$ cat src/rtl/prog_loader_pkg.sv
// Shared types and constants for the instruction-memory program loader.
// Imported by the loader top and its word assembler.
package prog_loader_pkg;

    localparam int unsigned WordWidth       = 32;
    localparam int unsigned AddrWidth       = 8;
    localparam logic [7:0]  SyncByteDefault = 8'hA5;

    typedef logic [WordWidth-1:0] word_t;
    typedef logic [AddrWidth-1:0] addr_t;

    typedef enum logic [2:0] {
        StIdle,
        StHdr,
        StData,
        StRelease,
        StRun
    } state_e;

    typedef struct packed {
        logic cpu_reset;
        logic prog_mode;
        logic busy;
    } core_ctrl_t;

    // Core control lines are a pure function of the loader state.
    function automatic core_ctrl_t state_ctrl(input state_e st);
        core_ctrl_t c;
        c.cpu_reset = 1'b1;
        c.prog_mode = 1'b0;
        c.busy      = 1'b0;
        case (st)
            StHdr, StData: c.busy = 1'b1;
            StRelease:     c.prog_mode = 1'b1;
            StRun: begin
                c.cpu_reset = 1'b0;
                c.prog_mode = 1'b1;
            end
            default: ;
        endcase
        return c;
    endfunction

endpackage

$ cat src/rtl/prog_word_pack.sv
// Four-byte MSB-first word assembler; pulses o_word_valid for one cycle
// after the 4th byte of each word has been shifted in.
module prog_word_pack
    import prog_loader_pkg::*;
(
    input  logic       i_clk,
    input  logic       i_reset,
    input  logic       i_clr,
    input  logic       i_valid,
    input  logic [7:0] i_byte,
    output word_t      o_word,
    output logic       o_word_valid
);

    word_t      r_shift;
    logic [1:0] r_byte_cnt;
    logic       r_word_valid;

    always_ff @(posedge i_clk) begin
        if (i_reset || i_clr) begin
            r_shift      <= '0;
            r_byte_cnt   <= 2'd0;
            r_word_valid <= 1'b0;
        end else begin
            r_word_valid <= 1'b0;
            if (i_valid) begin
                r_shift      <= {r_shift[WordWidth-9:0], i_byte};
                r_byte_cnt   <= r_byte_cnt + 2'd1;
                r_word_valid <= (r_byte_cnt == 2'd3);
            end
        end
    end

    assign o_word       = r_shift;
    assign o_word_valid = r_word_valid;

endmodule

$ cat src/rtl/prog_loader.sv
// UART byte-stream loader: frames SYNC, count, big-endian words into the
// core's instruction-memory programming port, then releases the core.
module prog_loader
    import prog_loader_pkg::*;
#(
    parameter logic [7:0]  SYNC_BYTE  = SyncByteDefault,
    parameter int unsigned TIMEOUT    = 100000,
    parameter int unsigned RST_CYCLES = 1
) (
    input  logic       i_clk,
    input  logic       i_reset,
    input  logic       i_rx_valid,
    input  logic [7:0] i_rx_byte,
    output logic       o_ProgMode,
    output logic       o_cpu_reset,
    output addr_t      o_Addr_Prog,
    output word_t      o_Data_Prog,
    output logic       o_busy,
    output logic       o_done,
    output logic       o_error
);

    localparam int unsigned TimeoutW = $clog2(TIMEOUT + 1);
    localparam int unsigned RelW     = (RST_CYCLES > 1) ? $clog2(RST_CYCLES) : 1;
    localparam logic [TimeoutW-1:0] TimeoutLast = TimeoutW'(TIMEOUT - 1);
    localparam logic [RelW-1:0]     RelLast     = RelW'(RST_CYCLES - 1);

    state_e              r_state,    w_state_next;
    logic [TimeoutW-1:0] r_idle_cnt, w_idle_cnt_next;
    logic [RelW-1:0]     r_rel_cnt,  w_rel_cnt_next;
    addr_t               r_count,    w_count_next;
    addr_t               r_word_idx, w_word_idx_next;
    addr_t               r_addr,     w_addr_next;
    word_t               r_data,     w_data_next;
    logic                r_error,    w_error_next;
    logic                r_done,     w_done_next;

    logic       w_sync;
    logic       w_pack_clr;
    word_t      w_word;
    logic       w_word_valid;
    core_ctrl_t w_ctrl;

    assign w_sync     = i_rx_valid && (i_rx_byte == SYNC_BYTE);
    assign w_pack_clr = (r_state != StData);

    prog_word_pack u_word_pack (
        .i_clk        (i_clk),
        .i_reset      (i_reset),
        .i_clr        (w_pack_clr),
        .i_valid      (i_rx_valid),
        .i_byte       (i_rx_byte),
        .o_word       (w_word),
        .o_word_valid (w_word_valid)
    );

    always_comb begin
        w_state_next    = r_state;
        w_idle_cnt_next = r_idle_cnt;
        w_rel_cnt_next  = r_rel_cnt;
        w_count_next    = r_count;
        w_word_idx_next = r_word_idx;
        w_addr_next     = r_addr;
        w_data_next     = r_data;
        w_error_next    = r_error;
        w_done_next     = 1'b0;

        case (r_state)
            StIdle: begin
                if (w_sync) begin
                    w_state_next    = StHdr;
                    w_error_next    = 1'b0;
                    w_idle_cnt_next = '0;
                end
            end
            StHdr: begin
                if (i_rx_valid) begin
                    w_count_next    = i_rx_byte;
                    w_word_idx_next = '0;
                    w_idle_cnt_next = '0;
                    w_state_next    = StData;
                end else if (r_idle_cnt == TimeoutLast) begin
                    w_state_next = StIdle;
                    w_error_next = 1'b1;
                end else begin
                    w_idle_cnt_next = r_idle_cnt + TimeoutW'(1);
                end
            end
            StData: begin
                // Address and data are committed together, one edge after the 4th byte.
                if (w_word_valid) begin
                    w_addr_next = r_word_idx;
                    w_data_next = w_word;
                    if (r_word_idx == r_count) begin
                        w_state_next   = StRelease;
                        w_rel_cnt_next = '0;
                    end else begin
                        w_word_idx_next = r_word_idx + addr_t'(1);
                    end
                end
                if (i_rx_valid) begin
                    w_idle_cnt_next = '0;
                end else if ((r_idle_cnt == TimeoutLast) && !w_word_valid) begin
                    w_state_next = StIdle;
                    w_error_next = 1'b1;
                end else begin
                    w_idle_cnt_next = r_idle_cnt + TimeoutW'(1);
                end
            end
            StRelease: begin
                if (r_rel_cnt == RelLast) begin
                    w_state_next = StRun;
                    w_done_next  = 1'b1;
                end else begin
                    w_rel_cnt_next = r_rel_cnt + RelW'(1);
                end
            end
            StRun: begin
                if (w_sync) begin
                    w_state_next    = StHdr;
                    w_error_next    = 1'b0;
                    w_idle_cnt_next = '0;
                end
            end
            default: w_state_next = StIdle;
        endcase
    end

    always_ff @(posedge i_clk) begin
        if (i_reset) begin
            r_state    <= StIdle;
            r_idle_cnt <= '0;
            r_rel_cnt  <= '0;
            r_count    <= '0;
            r_word_idx <= '0;
            r_addr     <= '0;
            r_data     <= '0;
            r_error    <= 1'b0;
            r_done     <= 1'b0;
        end else begin
            r_state    <= w_state_next;
            r_idle_cnt <= w_idle_cnt_next;
            r_rel_cnt  <= w_rel_cnt_next;
            r_count    <= w_count_next;
            r_word_idx <= w_word_idx_next;
            r_addr     <= w_addr_next;
            r_data     <= w_data_next;
            r_error    <= w_error_next;
            r_done     <= w_done_next;
        end
    end

    assign w_ctrl      = state_ctrl(r_state);
    assign o_cpu_reset = w_ctrl.cpu_reset;
    assign o_ProgMode  = w_ctrl.prog_mode;
    assign o_busy      = w_ctrl.busy;
    assign o_Addr_Prog = r_addr;
    assign o_Data_Prog = r_data;
    assign o_done      = r_done;
    assign o_error     = r_error;

endmodule

$ cat config.mk
export PLATFORM = sky130hd
export DESIGN_NAME = prog_loader
export DESIGN_NICKNAME = d
export VERILOG_FILES = /design/src/rtl/prog_loader_pkg.sv /design/src/rtl/prog_word_pack.sv /design/src/rtl/prog_loader.sv
export SDC_FILE = /design/constraint.sdc
export NUM_CORES = 1
export LEC_CHECK = 0
export CORE_MARGIN = 2
export CORE_UTILIZATION = 50
export DETAILED_ROUTE_END_ITERATION = 12
export GPL_TIMING_DRIVEN = 0
export PLACE_DENSITY_LB_ADDON = 0.12
export SKIP_LAST_GASP = 1
export SYNTH_ARGS = -nofsm -noshare
export SYNTH_HDL_FRONTEND = slang
export SYNTH_SLANG_ARGS = --single-unit
$ cat constraint.sdc
create_clock -name i_clk -period 1.85 [get_ports i_clk]
set_clock_uncertainty 0.15 [all_clocks]
set_input_delay 0.2775 -clock i_clk [delete_from_list [all_inputs] [get_ports i_clk]]
set_output_delay 0.2775 -clock i_clk [all_outputs]
set_load 0.05 [all_outputs]
Word level (Yosys, flattened, before mapping). Index checks and enable logic that the tools add are counted.

$add $sub $neg: 4. Eq/ne operators: 22. Multiplexer cells: 33. Bitwise operators: 2. Reduce and logical (&&, ||, !) cells: 20.

Operators with widths (count): $mux W17 (5); $pmux W17 S3 (1); $mux W3 (8); $mux W8 (3); $add A17 B1 Y17 const B (1); $eq A17 B17 Y1 const B (1); $ne A2 B2 Y1 const B (8); $pmux W8 S2 (1); $mux W1 (12); $pmux W3 S4 (1); $reduce_or A2 Y1 (5); $ne A3 B3 Y1 const B (3); $add A8 B1 Y8 const B (1); $eq A8 B8 Y1 (1); $eq A8 B8 Y1 const B (1); $reduce_and A4 Y1 (2); $eq A3 B2 Y1 const B (2); $reduce_and A3 Y1 (2); $reduce_and A6 Y1 (1); $ne A2 B1 Y1 const B (2); $reduce_and A2 Y1 (2); $reduce_bool A2 Y1 (2); $eq A3 B1 Y1 const B (1); $eq A3 B3 Y1 const B (1); other kinds (12) (14).

Register bits: 114. Bits of input ports: 11. Output and inout port bits: 45.

Longest topological paths before layout.
Depth after elaboration: 6. Gate-level depth with buffers: 7.

Modules after synthesis. A second synthesis with hierarchy kept.

Cells, all modules: 548. Area, all modules: 4759.6 µm².

Modules (own cells, without submodules): prog_loader (instances 1, cells each 433, area an instance 3462.1 µm², sequential area each 1561.5 µm²); prog_word_pack (instances 1, cells each 115, area an instance 1297.5 µm², sequential area each 700.7 µm²).

Worst setup path after synthesis. No wires, ideal clock.

Path type: reg-to-reg. From: register r_state[0]. To: register r_idle_cnt[4]. Arrival time: 2.112 ns. Required time: 1.566 ns. Setup slack: -0.546 ns. Stages on the path, launching flop included: 7. Path buffers: 1. Path through: dfxtp_1 buf_4 nand2b_1 a21oi_1 o22ai_2 o21ai_1 a21oi_1.

Longest elaborated chain between the ends: 4.

Ends and longest elaborated chain: start, declared (line prog_loader.sv:28) `state_e r_state, w_state_next;`; start signal, assigned (line prog_loader.sv:131) `r_state <= StIdle;`; start signal, assigned (line prog_loader.sv:141) `r_state <= w_state_next;`; $eq A3 B3 Y1 / $logic_not A3 Y1 (equally long branches) (line prog_loader.sv:68) `case (r_state)`; $reduce_or A2 Y1 (no line); $ne A2 B1 Y1 (no line) / $reduce_bool A3 Y1 (equally long branches); $reduce_and A4 Y1 (no line); end signal, assigned (line prog_loader.sv:142) `r_idle_cnt <= w_idle_cnt_next;`; end, declared (line prog_loader.sv:29) `logic [TimeoutW-1:0] r_idle_cnt, w_idle_cnt_next;`.

Parallel ways exist; a longest one is shown, timed or not. A chain may end at the register's enable or synchronous reset.

Worst setup path after layout.
From: register r_state[0]. To: output port o_busy.

Longest elaborated chain between the ends: 3.

Ends and longest elaborated chain: $eq A3 B1 Y1 / $eq A3 B2 Y1 (equally long branches) (line prog_loader_pkg.sv:32) `case (st)`; $reduce_or A2 Y1 * (line prog_loader_pkg.sv:32); $mux W1 * (line prog_loader_pkg.sv:32); end, declared (line prog_loader.sv:18) `output logic o_busy,`.

Every way passes the cells marked *; elsewhere a longest branch is shown, timed or not.

==> impl_metrics.env <==
export IMPL_status="finished, violations left"
export IMPL_violations="setup timing"
export IMPL_p_int_mw=4.14
export IMPL_drt_iter0_markers=224
export IMPL_leakage_nw=2.47
export IMPL_synth_flop_cell="dfxtp_1"
export IMPL_power_switching_mw=1.29
export IMPL_via_count=4184
export IMPL_die_x_um=101
export IMPL_die_area_um2=10100
export IMPL_htreeDepth=4
export IMPL_synth_edf_count=0
export IMPL_final_max_slew_viol_count=0
export IMPL_grt_start_max_net_pins=17
export IMPL_postSynthAreaPerCell_um2=8.67
export IMPL_rows=35
export IMPL_multi_input_area_um2=2460
export IMPL_cts_tree="built"
export IMPL_hold_viol_final=0
export IMPL_final_nets=646
export IMPL_cp_end_kind="primary output"
export IMPL_grt_pass1_vias=4011
export IMPL_max_freq_ghz=0.498
export IMPL_cap_violations=0
export IMPL_seqPwrFrac_pct=44.8
export IMPL_antenna_left=0
export IMPL_setup_viol=22
export IMPL_drive_above_1_share_pct=20.6
export IMPL_top_level_ports=56
export IMPL_antenna_found_initial=0
export IMPL_synth_area_leader_cell="dfxtp_1"
export IMPL_ys_seq_area_share_pct=48.5
export IMPL_drcViolationCount=0
export IMPL_synth_area_um2=4660
export IMPL_syn_num_nets=552
export IMPL_cts_made_buffers=17
export IMPL_gp_congestion=0.834
export IMPL_hold_class="in -> reg"
export IMPL_viasPerCell=5.53
export IMPL_clockRootBuffer="clkbuf_8"
export IMPL_dr_pass1_iters=5
export IMPL_worst_slack_ps=-160
export IMPL_dp_cells=704
export IMPL_clock_sinks=113
export IMPL_netlist_top_cells_area="dfxtp_1, nand2_1, mux2i_1, a21oi_1, nor2_1"
export IMPL_grt_pass1_wl_um=19500
export IMPL_netlist_instances=538
export IMPL_ys_ff_latch=113
export IMPL_clk_pin_slew_worst_paths_ps=60
export IMPL_hpwl_um=8160
export IMPL_cp_required_ps=1420
export IMPL_num_fill_cells=752
export IMPL_antennaDiodeCount=0
export IMPL_critical_path_arrival_ps=1580
export IMPL_worstHoldPathCells=3
export IMPL_avgRoutedWirePerCell_um=16.0
export IMPL_rsz0062_at_grt="yes"
export IMPL_r2r_slack_ps=-150
export IMPL_p_clk_share_pct=52.8
export IMPL_period_share_pct=109
export IMPL_swShare_pct=23.8
export IMPL_hold_ws_ps=250
export IMPL_power_frac_comb_pct=2.4
export IMPL_slew_headroom_pct=44.4
export IMPL_async_flop_share_pct=0
export IMPL_crit_fanout=5
export IMPL_ir_drop_mv=0.511
export IMPL_ys_warnings_count=0
export IMPL_die_h_um=101
export IMPL_worst_r2r_path_depth=5
export IMPL_yosys_cell_types_count=55
export IMPL_grt_overflow_total=0
export IMPL_rr_endpoint="r_idle_cnt[16]$_SDFFE_PP0P_"
export IMPL_power_density_nw_per_um2=862
export IMPL_initial_utilization_pct=51.0
export IMPL_fin_tns_setup_ps=-1810
export IMPL_port_buffers=55
export IMPL_layoutNonFillerInstCount=756
export IMPL_reg2reg_from="r_idle_cnt[6]$_SDFFE_PP0P_"
export IMPL_grt_usage_pct=24.8
export IMPL_period_needed_ps=2010
export IMPL_yosysTopAreaCellShare_pct=48.5
export IMPL_syn_to_final_growth_pct=34.9
export IMPL_fin_util_pct=68.7
export IMPL_clockBufferDepth=2
export IMPL_finalWirelength_um=12100
export IMPL_clk_latency_ps=520
export IMPL_coreArea_um2=9150
export IMPL_crit_path_start_kind="flip-flop"
export IMPL_critPathKind="reg -> out"
export IMPL_regArea_um2=2280
export IMPL_hold_end="r_count[7]$_SDFFE_PP0P_"
export IMPL_min_delay_start="i_rx_byte[7]"
export IMPL_hold_buffers=0
export IMPL_tightest_slew_ps=830
[per-stage QoR]
step / total power [mW] / area (µm²) / worst slack (ps)
2_1_floorplan: 2.56 / 4740 / -62.2
3_3_place_gp: 2.61 / 5430 / -697
3_5_place_dp: 2.61 / 5430 / -714
4_1_cts: 5.47 / 6090 / -228
5_1_grt: 5.60 / 6290 / -263
6_report: 5.43 / 6290 / -160
[registers in the layout (all words and copies together) (netlist names)]
signal / count
o_Addr_Prog: 8
r_state: 3
u_word_pack.o_word: 32
o_done: 1
r_count: 8
u_word_pack.r_byte_cnt: 2
o_error: 1
r_word_idx: 8
r_idle_cnt: 17
u_word_pack.o_word_valid: 1
o_Data_Prog: 32
[synth_stat cells (6+ instances only)]
| cell | n |
|---|---|
| nand2_1 | 116 |
| nor2_1 | 54 |
| nand4_1 | 6 |
| dfxtp_1 | 113 |
| xnor2_1 | 6 |
| o21ai_1 | 6 |
| buf_1 | 7 |
| mux2i_1 | 34 |
| clkbuf_1 | 20 |
| nor3_1 | 9 |
| nand2b_1 | 7 |
| nand3_1 | 9 |
| xor2_1 | 8 |
| o21ai_0 | 8 |
| a21oi_1 | 66 |
[layout by cell type, fill, tap and decap left out, types with 5 or more instances in the layout]
| cell type | count |
|---|---|
| a21oi_2 | 9 |
| clkbuf_1 | 7 |
| dfxtp_2 | 9 |
| clkbuf_2 | 10 |
| clkdlybuf4s50_1 | 10 |
| a31oi_1 | 5 |
| buf_6 | 8 |
| nor3_1 | 9 |
| mux2i_1 | 34 |
| dfxtp_1 | 101 |
| nand3_1 | 9 |
| buf_4 | 18 |
| nor2_1 | 53 |
| nand4_1 | 6 |
| o21ai_0 | 7 |
| nand2b_1 | 5 |
| buf_2 | 6 |
| clkdlybuf4s15_1 | 13 |
| xor2_1 | 8 |
| a21oi_1 | 58 |
| nand2_1 | 115 |
| dlygate4sd2_1 | 29 |
| a311oi_1 | 5 |
| xnor2_1 | 6 |
| clkbuf_16 | 16 |
[worst max path at each step]
stage                                          start                           to  slack, ps
after floorplan           r_idle_cnt[1]$_SDFFE_PP0P_   r_idle_cnt[2]$_SDFFE_PP0P_        -60
after global placement                  i_rx_byte[5]   r_idle_cnt[9]$_SDFFE_PP0P_       -700
after detailed placement                i_rx_byte[5]  r_idle_cnt[13]$_SDFFE_PP0P_       -710
after CTS                    r_state[1]$_SDFFE_PP0P_   r_idle_cnt[9]$_SDFFE_PP0P_       -230
after global routing      r_idle_cnt[6]$_SDFFE_PP0P_  r_idle_cnt[16]$_SDFFE_PP0P_       -260
final                        r_state[0]$_SDFFE_PP0P_                       o_busy       -160
[layer usage]
metal	vias up	global-route usage, %	share of wire, %
met1	1982	30.6	45
li1	2060	-	-
met4	0	9.48	1.2
met5	-	0	0
met2	127	41.5	49
met3	15	6.45	5.1
[kinds of logic after synthesis]
kind of cell	share of synthesized area, %
simple gates	24.1
flops	48.5
compound gates	13.4
mux	7.54
buf+inv	3.03
xor+xnor	2.63
fa+ha+maj	0.805
[timing repair]
item	in CTS	in global routing
setup endpoints to repair	150	97
gates cloned	1	1
setup buffers	10	12
resized for setup	90	53
pin swaps	21	10
[worst max-delay path, stage by stage, from the launching register on]
cell	delay, ps
dfxtp_2	320
buf_6	120
buf_4	120
nand2b_4	160
a21oi_4	170
buf_6	170
[final cells by class]
| class | instances | area share, % |
|---|---|---|
| Clock buffer | 17 | 6.58 |
| Buffer | 28 | 2.57 |
| Tap cell | 111 | 2.21 |
| Inverter | 1 | 0.0597 |
| Multi-Input combinational cell | 393 | 39.1 |
| Sequential cell | 113 | 36.3 |
| Clock inverter | 15 | 1.79 |
| Timing Repair Buffer | 78 | 11.4 |
[power by group through the flow]
stage          logic (mW)  clock network (mW)  registers (mW)
2_1_floorplan      0.0736                   0            2.49
3_3_place_gp        0.125                   0            2.49
3_5_place_dp        0.126                   0            2.49
4_1_cts             0.128                2.91            2.43
5_1_grt             0.139                3.04            2.43
6_report            0.130                2.86            2.43
No activity file was read; power rests on OpenSTA's default activity.
